**src/rtl/id_ctr_stage_pkg.sv**
```systemverilog
// Shared definitions for the LA32R decode stage.
// - Control-word field layout as a packed struct. The declaration order fixes the bit positions:
//   [3:0] type, [7:4] subop, [8] wb_en, [9] alu2_imm, [10] alu1_pc, [15:11] rd,
//   [16] jump, [17] branch, [21:18] aluop, [26:22] rj, [31:27] rk.
// - Instruction type and ALU operation encodings.
// - Opcode match constants, grouped by how many leading instruction bits identify the format.
package id_ctr_stage_pkg;

  typedef enum logic [3:0] {
    TYPE_ALU_R   = 4'd0,
    TYPE_BRANCH  = 4'd1,
    TYPE_LOAD    = 4'd3,
    TYPE_STORE   = 4'd4,
    TYPE_ALU_I   = 4'd8,
    TYPE_INVALID = 4'd15
  } ctr_type_e;

  typedef enum logic [3:0] {
    ALUOP_AND   = 4'd0,
    ALUOP_OR    = 4'd1,
    ALUOP_NOR   = 4'd2,
    ALUOP_XOR   = 4'd3,
    ALUOP_ADD   = 4'd4,
    ALUOP_SUB   = 4'd5,
    ALUOP_SLL   = 4'd6,
    ALUOP_SRL   = 4'd7,
    ALUOP_SRA   = 4'd8,
    ALUOP_SLT   = 4'd9,
    ALUOP_SLTU  = 4'd10,
    ALUOP_PASS1 = 4'd11,
    ALUOP_PASS2 = 4'd12,
    ALUOP_LINK  = 4'd13   // alu1 + 4, the return address
  } aluop_e;

  typedef struct packed {
    logic [4:0] rk;
    logic [4:0] rj;
    aluop_e     aluop;
    logic       branch;
    logic       jump;
    logic [4:0] rd;
    logic       alu1_pc;
    logic       alu2_imm;
    logic       wb_en;
    logic [3:0] subop;
    ctr_type_e  typ;
  } ctr_t;

  typedef struct packed {
    ctr_t        ctr;
    logic [31:0] imm;
    logic [31:0] pc;
  } entry_t;

  // inst[31:15]: 3R formats and the ui5 shifts.
  localparam logic [16:0] OP_ADD_W  = 17'h00020;
  localparam logic [16:0] OP_SUB_W  = 17'h00022;
  localparam logic [16:0] OP_SLT    = 17'h00024;
  localparam logic [16:0] OP_SLTU   = 17'h00025;
  localparam logic [16:0] OP_NOR    = 17'h00028;
  localparam logic [16:0] OP_AND    = 17'h00029;
  localparam logic [16:0] OP_OR     = 17'h0002a;
  localparam logic [16:0] OP_XOR    = 17'h0002b;
  localparam logic [16:0] OP_SLL_W  = 17'h0002e;
  localparam logic [16:0] OP_SRL_W  = 17'h0002f;
  localparam logic [16:0] OP_SRA_W  = 17'h00030;
  localparam logic [16:0] OP_SLLI_W = 17'h00081;
  localparam logic [16:0] OP_SRLI_W = 17'h00089;
  localparam logic [16:0] OP_SRAI_W = 17'h00091;
  // inst[31:22]: 2RI12 formats.
  localparam logic [9:0]  OP_SLTI   = 10'h008;
  localparam logic [9:0]  OP_SLTUI  = 10'h009;
  localparam logic [9:0]  OP_ADDI_W = 10'h00a;
  localparam logic [9:0]  OP_ANDI   = 10'h00d;
  localparam logic [9:0]  OP_ORI    = 10'h00e;
  localparam logic [9:0]  OP_XORI   = 10'h00f;
  localparam logic [9:0]  OP_LD_W   = 10'h0a2;
  localparam logic [9:0]  OP_ST_W   = 10'h0a6;
  // inst[31:25]: 1RI20 formats.
  localparam logic [6:0]  OP_LU12I  = 7'h0a;
  localparam logic [6:0]  OP_PCADDU = 7'h0e;
  // inst[31:26]: jumps and branches.
  localparam logic [5:0]  OP_JIRL   = 6'h13;
  localparam logic [5:0]  OP_B      = 6'h14;
  localparam logic [5:0]  OP_BL     = 6'h15;
  localparam logic [5:0]  OP_BEQ    = 6'h16;
  localparam logic [5:0]  OP_BGEU   = 6'h1b;

endpackage

```
**src/rtl/id_ctr_stage_if.sv**
```systemverilog
// Handshake bundle between IF, the decode stage and EX.
//   flush                         : squash everything held by the stage
//   in_valid/in_ready/in_inst/in_pc : fetched instruction offered by IF
//   out_valid/out_ready/out_ctr/out_imm/out_pc : decoded entry offered to EX
// master = pipeline side driving the stage, slave = the decode stage itself.
interface id_ctr_stage_if;
  import id_ctr_stage_pkg::*;

  logic        flush;
  logic        in_valid;
  logic        in_ready;
  logic [31:0] in_inst;
  logic [31:0] in_pc;
  logic        out_valid;
  logic        out_ready;
  ctr_t        out_ctr;
  logic [31:0] out_imm;
  logic [31:0] out_pc;

  modport master (
    output flush, in_valid, in_inst, in_pc, out_ready,
    input  in_ready, out_valid, out_ctr, out_imm, out_pc
  );

  modport slave (
    input  flush, in_valid, in_inst, in_pc, out_ready,
    output in_ready, out_valid, out_ctr, out_imm, out_pc
  );
endinterface

```
**src/rtl/id_ctr_stage_inst_decode_comb.sv**
```systemverilog
// inst_decode_comb: pure combinational LA32R decoder.
//   inst : 32-bit instruction word (in)
//   ctr  : 32-bit control word (out)
//   imm  : sign/zero-extended immediate (out)
// Unrecognised words decode to type 15 with every other field zero.
module inst_decode_comb
  import id_ctr_stage_pkg::*;
(
  input  logic [31:0] inst,
  output ctr_t        ctr,
  output logic [31:0] imm
);

  ctr_t        c;
  logic        hit;
  logic [31:0] si12, ui12, hi20, off16, off26;

  assign si12  = {{20{inst[21]}}, inst[21:10]};
  assign ui12  = {20'd0, inst[21:10]};
  assign hi20  = {inst[24:5], 12'd0};
  assign off16 = {{14{inst[25]}}, inst[25:10], 2'b00};
  assign off26 = {{4{inst[9]}}, inst[9:0], inst[25:10], 2'b00};

  // NOTE: every variable written here gets its default first and is assigned with '=' so the
  // block stays purely combinational; a path that skipped an assignment would infer a latch.
  always_comb begin
    c       = '0;
    imm     = '0;
    hit     = 1'b1;
    c.rd    = inst[4:0];
    c.rj    = inst[9:5];
    c.rk    = inst[14:10];
    c.wb_en = 1'b1;

    case (inst[31:15])
      OP_ADD_W:  c.aluop = ALUOP_ADD;
      OP_SUB_W:  c.aluop = ALUOP_SUB;
      OP_SLT:    c.aluop = ALUOP_SLT;
      OP_SLTU:   c.aluop = ALUOP_SLTU;
      OP_NOR:    c.aluop = ALUOP_NOR;
      OP_AND:    c.aluop = ALUOP_AND;
      OP_OR:     c.aluop = ALUOP_OR;
      OP_XOR:    c.aluop = ALUOP_XOR;
      OP_SLL_W:  c.aluop = ALUOP_SLL;
      OP_SRL_W:  c.aluop = ALUOP_SRL;
      OP_SRA_W:  c.aluop = ALUOP_SRA;
      OP_SLLI_W: begin c.typ = TYPE_ALU_I; c.aluop = ALUOP_SLL; c.alu2_imm = 1'b1; imm = {27'd0, inst[14:10]}; end
      OP_SRLI_W: begin c.typ = TYPE_ALU_I; c.aluop = ALUOP_SRL; c.alu2_imm = 1'b1; imm = {27'd0, inst[14:10]}; end
      OP_SRAI_W: begin c.typ = TYPE_ALU_I; c.aluop = ALUOP_SRA; c.alu2_imm = 1'b1; imm = {27'd0, inst[14:10]}; end
      default:   hit = 1'b0;
    endcase

    if (!hit) begin
      hit        = 1'b1;
      c.typ      = TYPE_ALU_I;
      c.alu2_imm = 1'b1;
      case (inst[31:22])
        OP_SLTI:   begin c.aluop = ALUOP_SLT;  imm = si12; end
        OP_SLTUI:  begin c.aluop = ALUOP_SLTU; imm = si12; end
        OP_ADDI_W: begin c.aluop = ALUOP_ADD;  imm = si12; end
        OP_ANDI:   begin c.aluop = ALUOP_AND;  imm = ui12; end
        OP_ORI:    begin c.aluop = ALUOP_OR;   imm = ui12; end
        OP_XORI:   begin c.aluop = ALUOP_XOR;  imm = ui12; end
        OP_LD_W:   begin c.typ = TYPE_LOAD; c.aluop = ALUOP_ADD; imm = si12; end
        OP_ST_W:   begin
          c.typ = TYPE_STORE; c.aluop = ALUOP_ADD; imm = si12;
          c.wb_en = 1'b0; c.rk = inst[4:0];  // store data register travels in the rk slot
        end
        default:   hit = 1'b0;
      endcase
    end

    if (!hit) begin
      hit = 1'b1;
      case (inst[31:25])
        OP_LU12I:  begin c.aluop = ALUOP_PASS2; imm = hi20; end
        OP_PCADDU: begin c.aluop = ALUOP_ADD; c.alu1_pc = 1'b1; imm = hi20; end
        default:   hit = 1'b0;
      endcase
    end

    if (!hit) begin
      hit        = 1'b1;
      c.alu2_imm = 1'b0;
      case (inst[31:26])
        OP_JIRL: begin c.aluop = ALUOP_LINK; c.alu1_pc = 1'b1; c.jump = 1'b1; imm = off16; end
        OP_BL:   begin
          c.aluop = ALUOP_LINK; c.alu1_pc = 1'b1; c.jump = 1'b1; imm = off26;
          c.rd = 5'd1;  // bl links into r1 implicitly
        end
        OP_B:    begin c.typ = TYPE_BRANCH; c.jump = 1'b1; c.wb_en = 1'b0; c.rk = inst[4:0]; imm = off26; end
        default: begin
          if (inst[31:26] >= OP_BEQ && inst[31:26] <= OP_BGEU) begin
            // beq..bgeu are consecutive opcodes, so subop = opcode - beq + 1
            c.typ    = TYPE_BRANCH;
            c.branch = 1'b1;
            c.subop  = 4'(inst[31:26] - OP_BEQ + 6'd1);
            c.wb_en  = 1'b0;
            c.rk     = inst[4:0];
            imm      = off16;
          end else begin
            hit = 1'b0;
          end
        end
      endcase
    end

    if (!hit) begin
      c     = '0;
      c.typ = TYPE_INVALID;
      imm   = '0;
    end

    if (c.rd == 5'd0) c.wb_en = 1'b0;  // r0 is hard-wired to zero
    ctr = c;
  end

endmodule

```
**src/rtl/id_ctr_stage.sv**
```systemverilog
// id_ctr_stage: LA32R decode stage feeding the ID/EX slot.
//   clk      : clock, all state on posedge
//   rstn     : synchronous active-low reset
//   bus      : id_ctr_stage_if.slave (flush, IF-side in_* handshake, EX-side out_* handshake)
// One output slot plus a one-entry skid buffer; in_ready is the registered "skid empty" flag,
// so it never depends combinationally on out_ready.
module id_ctr_stage
  import id_ctr_stage_pkg::*;
#(
  parameter logic [31:0] RESET_PC = 32'h1c000000
) (
  input  logic           clk,
  input  logic           rstn,
  id_ctr_stage_if.slave  bus
);

  entry_t slot, skid, dec;
  logic   slot_valid, skid_valid;
  logic   in_fire, slot_free;

  inst_decode_comb u_decode (
    .inst (bus.in_inst),
    .ctr  (dec.ctr),
    .imm  (dec.imm)
  );
  assign dec.pc = bus.in_pc;

  assign in_fire   = bus.in_valid & ~skid_valid;
  assign slot_free = ~slot_valid | bus.out_ready;

  // NOTE: sequential state is written only with '<=' so every register samples the pre-edge values.
  always_ff @(posedge clk) begin
    if (!rstn) begin
      slot_valid <= 1'b0;
      skid_valid <= 1'b0;
    end else if (bus.flush) begin
      slot_valid <= 1'b0;
      skid_valid <= 1'b0;
    end else if (slot_free) begin
      // A full skid implies in_ready was low, so no new beat competes with the drain.
      slot_valid <= skid_valid | in_fire;
      skid_valid <= 1'b0;
    end else if (in_fire) begin
      skid_valid <= 1'b1;
    end
  end

  // Slot payload loads only when an entry actually moves in, so bubbles do not toggle it.
  always_ff @(posedge clk) begin
    if (!rstn) begin
      slot.ctr <= '0;
      slot.imm <= '0;
      slot.pc  <= RESET_PC;
    end else if (!bus.flush && slot_free) begin
      if (skid_valid)   slot <= skid;
      else if (in_fire) slot <= dec;
    end
  end

  // NOTE: the skid payload has no reset; skid_valid alone decides whether it means anything.
  always_ff @(posedge clk) begin
    if (in_fire && !slot_free) skid <= dec;
  end

  assign bus.in_ready  = ~skid_valid;
  assign bus.out_valid = slot_valid;
  assign bus.out_ctr   = slot.ctr;
  assign bus.out_imm   = slot.imm;
  assign bus.out_pc    = slot_valid ? slot.pc : RESET_PC;

endmodule

```
**src/flat_wrapper.sv**
```systemverilog
// flat-port wrapper written by rule: the top's interface ports become plain ports
module id_ctr_stage_flat import id_ctr_stage_pkg::*;
#(
  parameter logic [31:0] RESET_PC = 32'h1c000000
)
  (clk, rstn, bus_flush, bus_in_valid, bus_in_inst, bus_in_pc, bus_out_ready, bus_in_ready, bus_out_valid, bus_out_ctr, bus_out_imm, bus_out_pc);
  id_ctr_stage_if bus_i ();
  input  logic clk;
  input  logic rstn;
  input wire logic [$bits(bus_i.flush)-1:0] bus_flush;
  input wire logic [$bits(bus_i.in_valid)-1:0] bus_in_valid;
  input wire logic [$bits(bus_i.in_inst)-1:0] bus_in_inst;
  input wire logic [$bits(bus_i.in_pc)-1:0] bus_in_pc;
  input wire logic [$bits(bus_i.out_ready)-1:0] bus_out_ready;
  output wire logic [$bits(bus_i.in_ready)-1:0] bus_in_ready;
  output wire logic [$bits(bus_i.out_valid)-1:0] bus_out_valid;
  output wire logic [$bits(bus_i.out_ctr)-1:0] bus_out_ctr;
  output wire logic [$bits(bus_i.out_imm)-1:0] bus_out_imm;
  output wire logic [$bits(bus_i.out_pc)-1:0] bus_out_pc;
  assign bus_i.flush = bus_flush;
  assign bus_i.in_valid = bus_in_valid;
  assign bus_i.in_inst = bus_in_inst;
  assign bus_i.in_pc = bus_in_pc;
  assign bus_i.out_ready = bus_out_ready;
  assign bus_in_ready = bus_i.in_ready;
  assign bus_out_valid = bus_i.out_valid;
  assign bus_out_ctr = bus_i.out_ctr;
  assign bus_out_imm = bus_i.out_imm;
  assign bus_out_pc = bus_i.out_pc;
  id_ctr_stage #(.RESET_PC(RESET_PC)) u_core (.clk(clk), .rstn(rstn), .bus(bus_i));
endmodule
```
**config.mk**
```make
export PLATFORM = sky130hd
export DESIGN_NAME = id_ctr_stage_flat
export DESIGN_NICKNAME = d
export VERILOG_FILES = /design/src/rtl/id_ctr_stage_pkg.sv /design/src/rtl/id_ctr_stage_if.sv /design/src/rtl/id_ctr_stage_inst_decode_comb.sv /design/src/rtl/id_ctr_stage.sv /design/src/flat_wrapper.sv
export SDC_FILE = /design/constraint.sdc
export NUM_CORES = 1
export LEC_CHECK = 0
export BUFFER_PORTS_ARGS = -buffer_cell sky130_fd_sc_hd__buf_2
export CORE_ASPECT_RATIO = 0.9
export CORE_UTILIZATION = 50
export CTS_CLUSTER_DIAMETER = 60
export DETAILED_ROUTE_END_ITERATION = 12
export PLACE_DENSITY = 0.73
export RECOVER_POWER = 100
export SLEW_MARGIN = 30
export SYNTH_ARGS = -nofsm -noshare
export SYNTH_HDL_FRONTEND = slang
export SYNTH_SLANG_ARGS = --single-unit
```
**constraint.sdc**
```tcl
create_clock -name clk -period 4.3 [get_ports clk]
set_input_delay 0 -clock clk [delete_from_list [all_inputs] [get_ports clk]]
set_output_delay 0 -clock clk [all_outputs]
set_load 0.02 [all_outputs]
```
==> results.txt <==
----------------------------------------------------
[Status]
  Status ... completed

[Worst hold path]
  Worst min-delay path category ... in -> reg

[Power and ir drop]
  Cell internal power dissipation ... around 3200 uW
  Sequential Power Share ... between 40% and 50%
  Leak pwr ... approximately 0.0039 uW
  Worst vdd rail ir drop ... approximately 0.19 mV
  Total power of the final layout ... around 4200 uW
  Power Density ... 379 nW/um2
  Gate power share ... under 10%
  Clk network pwr share ... 41.8%
  Share of total power consumed by net switching ... a little under a quarter
  Net switching component of the power ... about 1000 uW

[Timing]
  Hold Vio Cnt, Final ... 0
  Least-Margin Pin Slew ... around 1300 ps
  Slew margin rel. ... around 14%
  Clk_skew ... ~13 ps
  Setup repair after global routing missed its margin ... false
  Shortest period the worst path allows ... 3150 ps
  Final slew viol count ... 0
  Accumulated negative setup slack ... 0 ps
  F_max ... approximately 0.32 GHz
  Final worst-path cycle share ... between 70% and 80%
  Final number of setup-violating endpoints ... 0

[Global route]
  Largest net degree at the start of global routing ... 73
  Antenna violations before repair ... 0
  Global-route total usage across every layer ... 26.2%
  Wire length of the first global-routing pass ... 39,600 um
  Grt ovf ... 0
  Vias in the first global route ... 7,098

[Route]
  Initial DRT Pass Iterations ... 5
  Overall via count from detail_route ... 7,775
  Number of DRC violations after detailed-routing iteration 0 ... about 840
  Antenna Violating Nets Remaining ... 0
  Total Routed Length ... between 20,000 and 30,000 um
  Via-to-Cell Ratio ... a little under 6
  Average wire length per cell after detail routing ... 19.2 um
  Residual DRC count ... 0

[Setup path]
  Most used cell along the critical path ... sky130_fd_sc_hd__nor3_1
  CP Data Arrival Time ... between 3000 and 4000 ps
  Longest individual stage delay on the worst path ... 1000 ps
  Worst EP required ... around 4500 ps
  Critical path buffer and inverter count ... 2
  Crit-path slowest cell ... sky130_fd_sc_hd__nand4_1
  Family with the most delay on the worst path ... simple AND/OR/NAND/NOR gates
  Crit end category ... flop
  Critical Path Source Type ... primary input
  Critical path type ... in -> reg
  Cell Chain, Critical Path ... clkbuf_1 > inv_1 > ha_1 > nand4bb_1 > a211oi_1 > nor3_1 > nand4_1 > o21ai_4 > nor3_1
  Crit path max fanout ... 26

[Yosys]
  Mean instance size in the synthesized netlist ... ~9.9 um2
  Gate Count Post-Synth ... 957
  Cell taking the most area after synthesis ... sky130_fd_sc_hd__edfxtp_1
  Leading cell types by total area after synthesis ... sky130_fd_sc_hd__edfxtp_1, sky130_fd_sc_hd__dfxtp_1, sky130_fd_sc_hd__buf_4
  Part of the Yosys area used for sequential elements ... just over 50%
  Number of flops mapped to enable cells by yosys ... 96
  FFs w/ async S/R, synth ... 0%
  Most used DFF post-synth ... sky130_fd_sc_hd__dfxtp_1
  Mapped cell area ... 9490 um2
  Post-synth net total ... about 1,000
  Post-synth top area share ... between 30% and 40%
  Synthesized flop and latch total ... 194
  Library cells used by synthesis ... 79
  Number of warnings reported in the yosys synthesis log ... 0

[Floorplan]
  Die area ... 19,500 um2
  Standard cell core area ... ~18,000 um2
  Die width ... between 100 and 150 um
  Number of placement rows ... 47
  Initial core utilization ... 51.4%
  Die span in y ... about 130 um
  Count of boundary I/O pins ... around 170

[Layout]
  Most common cell after layout, fill and taps aside ... sky130_fd_sc_hd__clkbuf_1
  Area used by multi-input combinational logic ... between 3000 and 4000 um2
  FF+latch area ... between 4000 and 5000 um2
  Antenna cells ... 0
  Net total in the final layout ... around 1,100
  Fraction of final layout cells with drive strength greater than 1 ... about a tenth
  Synthesis-to-layout area growth ... 15.6%
  Number of fillers in the final layout ... around 1,700
  Top library cells by usage in the layout, fill and taps aside ... sky130_fd_sc_hd__clkbuf_1, sky130_fd_sc_hd__dfxtp_1, sky130_fd_sc_hd__edfxtp_1

[Clock tree]
  H-tree Lvls ... 4
  Clock root buffer ... sky130_fd_sc_hd__clkbuf_16
  Clock-pin slew reported for the worst setup and hold paths after clock tree synthesis ... approximately 80 ps
  Number of buffers added by the clock tree synthesis step ... 17
  Count of clock tree sinks ... 194
  Insertion delay of the later-clocked pin in the worst-skew pair ... 440 ps
  Number of gates resized after cts ... 0
  Setup fix buffers added after clock tree synthesis ... 0
  Clock tree from TritonCTS ... done
  Maximum number of buffers from clock root to sink ... 2

[Run]
  Number of max-cap violations ... 0

[Placed design]
  GP Congestion ... between 0.8 and 0.9
  Count of input and output buffers ... ~170
  Half-perimeter wire length after detailed placement ... 16,600 um

----------------------------------------------------
## cells by family (layout without fill, tap and decap cells)
| logic type | count (synthesis) | after routing | synth area share (%) |
|---|---|---|---|
| XOR/XNOR | 4 | 4 | 0.369 |
| buffers and inverters | 147 | 276 | 8.61 |
| multiplexers | 35 | 35 | 3.69 |
| AO/OA/AOI/OAI | 251 | 251 | 18.0 |
| flip-flops | 194 | 194 | 51.0 |
| adder cells (fa/ha/maj) | 5 | 5 | 0.659 |
| AND/OR/NAND/NOR | 321 | 321 | 17.7 |
## cell type report
class,count,share of cell area (%)
inverters,9,0.308
flip-flops and latches,194,44.2
clock inverters,12,1.86
multi-input cells,616,34.5
clock buffers,20,4.07
repair buffers,235,12.3
well taps,245,2.79
## what timing repair did
item / CTS / global route
hold buffers: 57 / 0
setup endpoints to repair: 0 / 0
endpoints found under the hold margin: 93 / 0
## Yosys cell counts (all sizes together), types with 14 or more instances
cell type and instances:
a21oi 59, edfxtp 96, nor2 50, mux2i 35, a22o 14, nand2 83, buf 80, clkbuf 58
and2 41, o21ai 58, nand2b 14, a211oi 30, nand3 44, nor3 30, dfxtp 98, o211ai 22
## power by group through the flow
stage	clock network, uW	logic [uW]	registers, uW
2_1_floorplan	0	273	2040
6_report	1740	411	2010
5_1_grt	1830	449	2010
3_5_place_dp	0	379	2050
4_1_cts	1750	420	2010
3_3_place_gp	0	374	2050
## final timing paths
check | slack [ps] | cells past startpoint | startpoint | end
setup reg to reg | 1230 | 7 | u_core.skid_valid | u_core.bus.out_ctr[30]
setup / recovery | 1150 | 9 | bus_in_inst[26] | u_core.skid[56]
hold reg to reg | 450 | 2 | u_core.bus.out_ctr[20] | u_core.bus.out_ctr[20]
hold / removal | 40 | 2 | bus_in_inst[19] | u_core.skid[41]
## registers in the layout, indices dropped and copies added, names as in the netlist
| name | flops |
|---|---|
| u_core.skid | 96 |
| u_core.skid_valid | 1 |
| u_core.slot | 32 |
| u_core.bus.out_valid | 1 |
| u_core.bus.out_imm | 32 |
| u_core.bus.out_ctr | 32 |
## layer usage
| metal | global-route usage (%) | up-vias | share of wire (%) |
|---|---|---|---|
| met1 | 38.1 | 3695 | 44 |
| met2 | 38.3 | 368 | 44 |
| met4 | 7.62 | 0 | 1.4 |
| met5 | 0 | - | 0 |
| li1 | - | 3679 | - |
| met3 | 6.55 | 33 | 10 |
## stage by stage
step / hold slack, ps / std cells / area [um2] / utilization (%) / setup slack (ps)
2_1_floorplan: 98.9 / 957 / 9490 / - / 237
3_3_place_gp: 196 / 1242 / 9970 / 54.0 / 1730
3_5_place_dp: 196 / 1242 / 9970 / 54.0 / 1660
4_1_cts: 27.0 / 1331 / 11200 / 60.6 / 1230
5_1_grt: 39.1 / 1331 / 11000 / 59.4 / 983
6_report: 43.6 / 1331 / 11000 / 59.4 / 1150
Note: power is estimated with default switching activity, not from simulation.
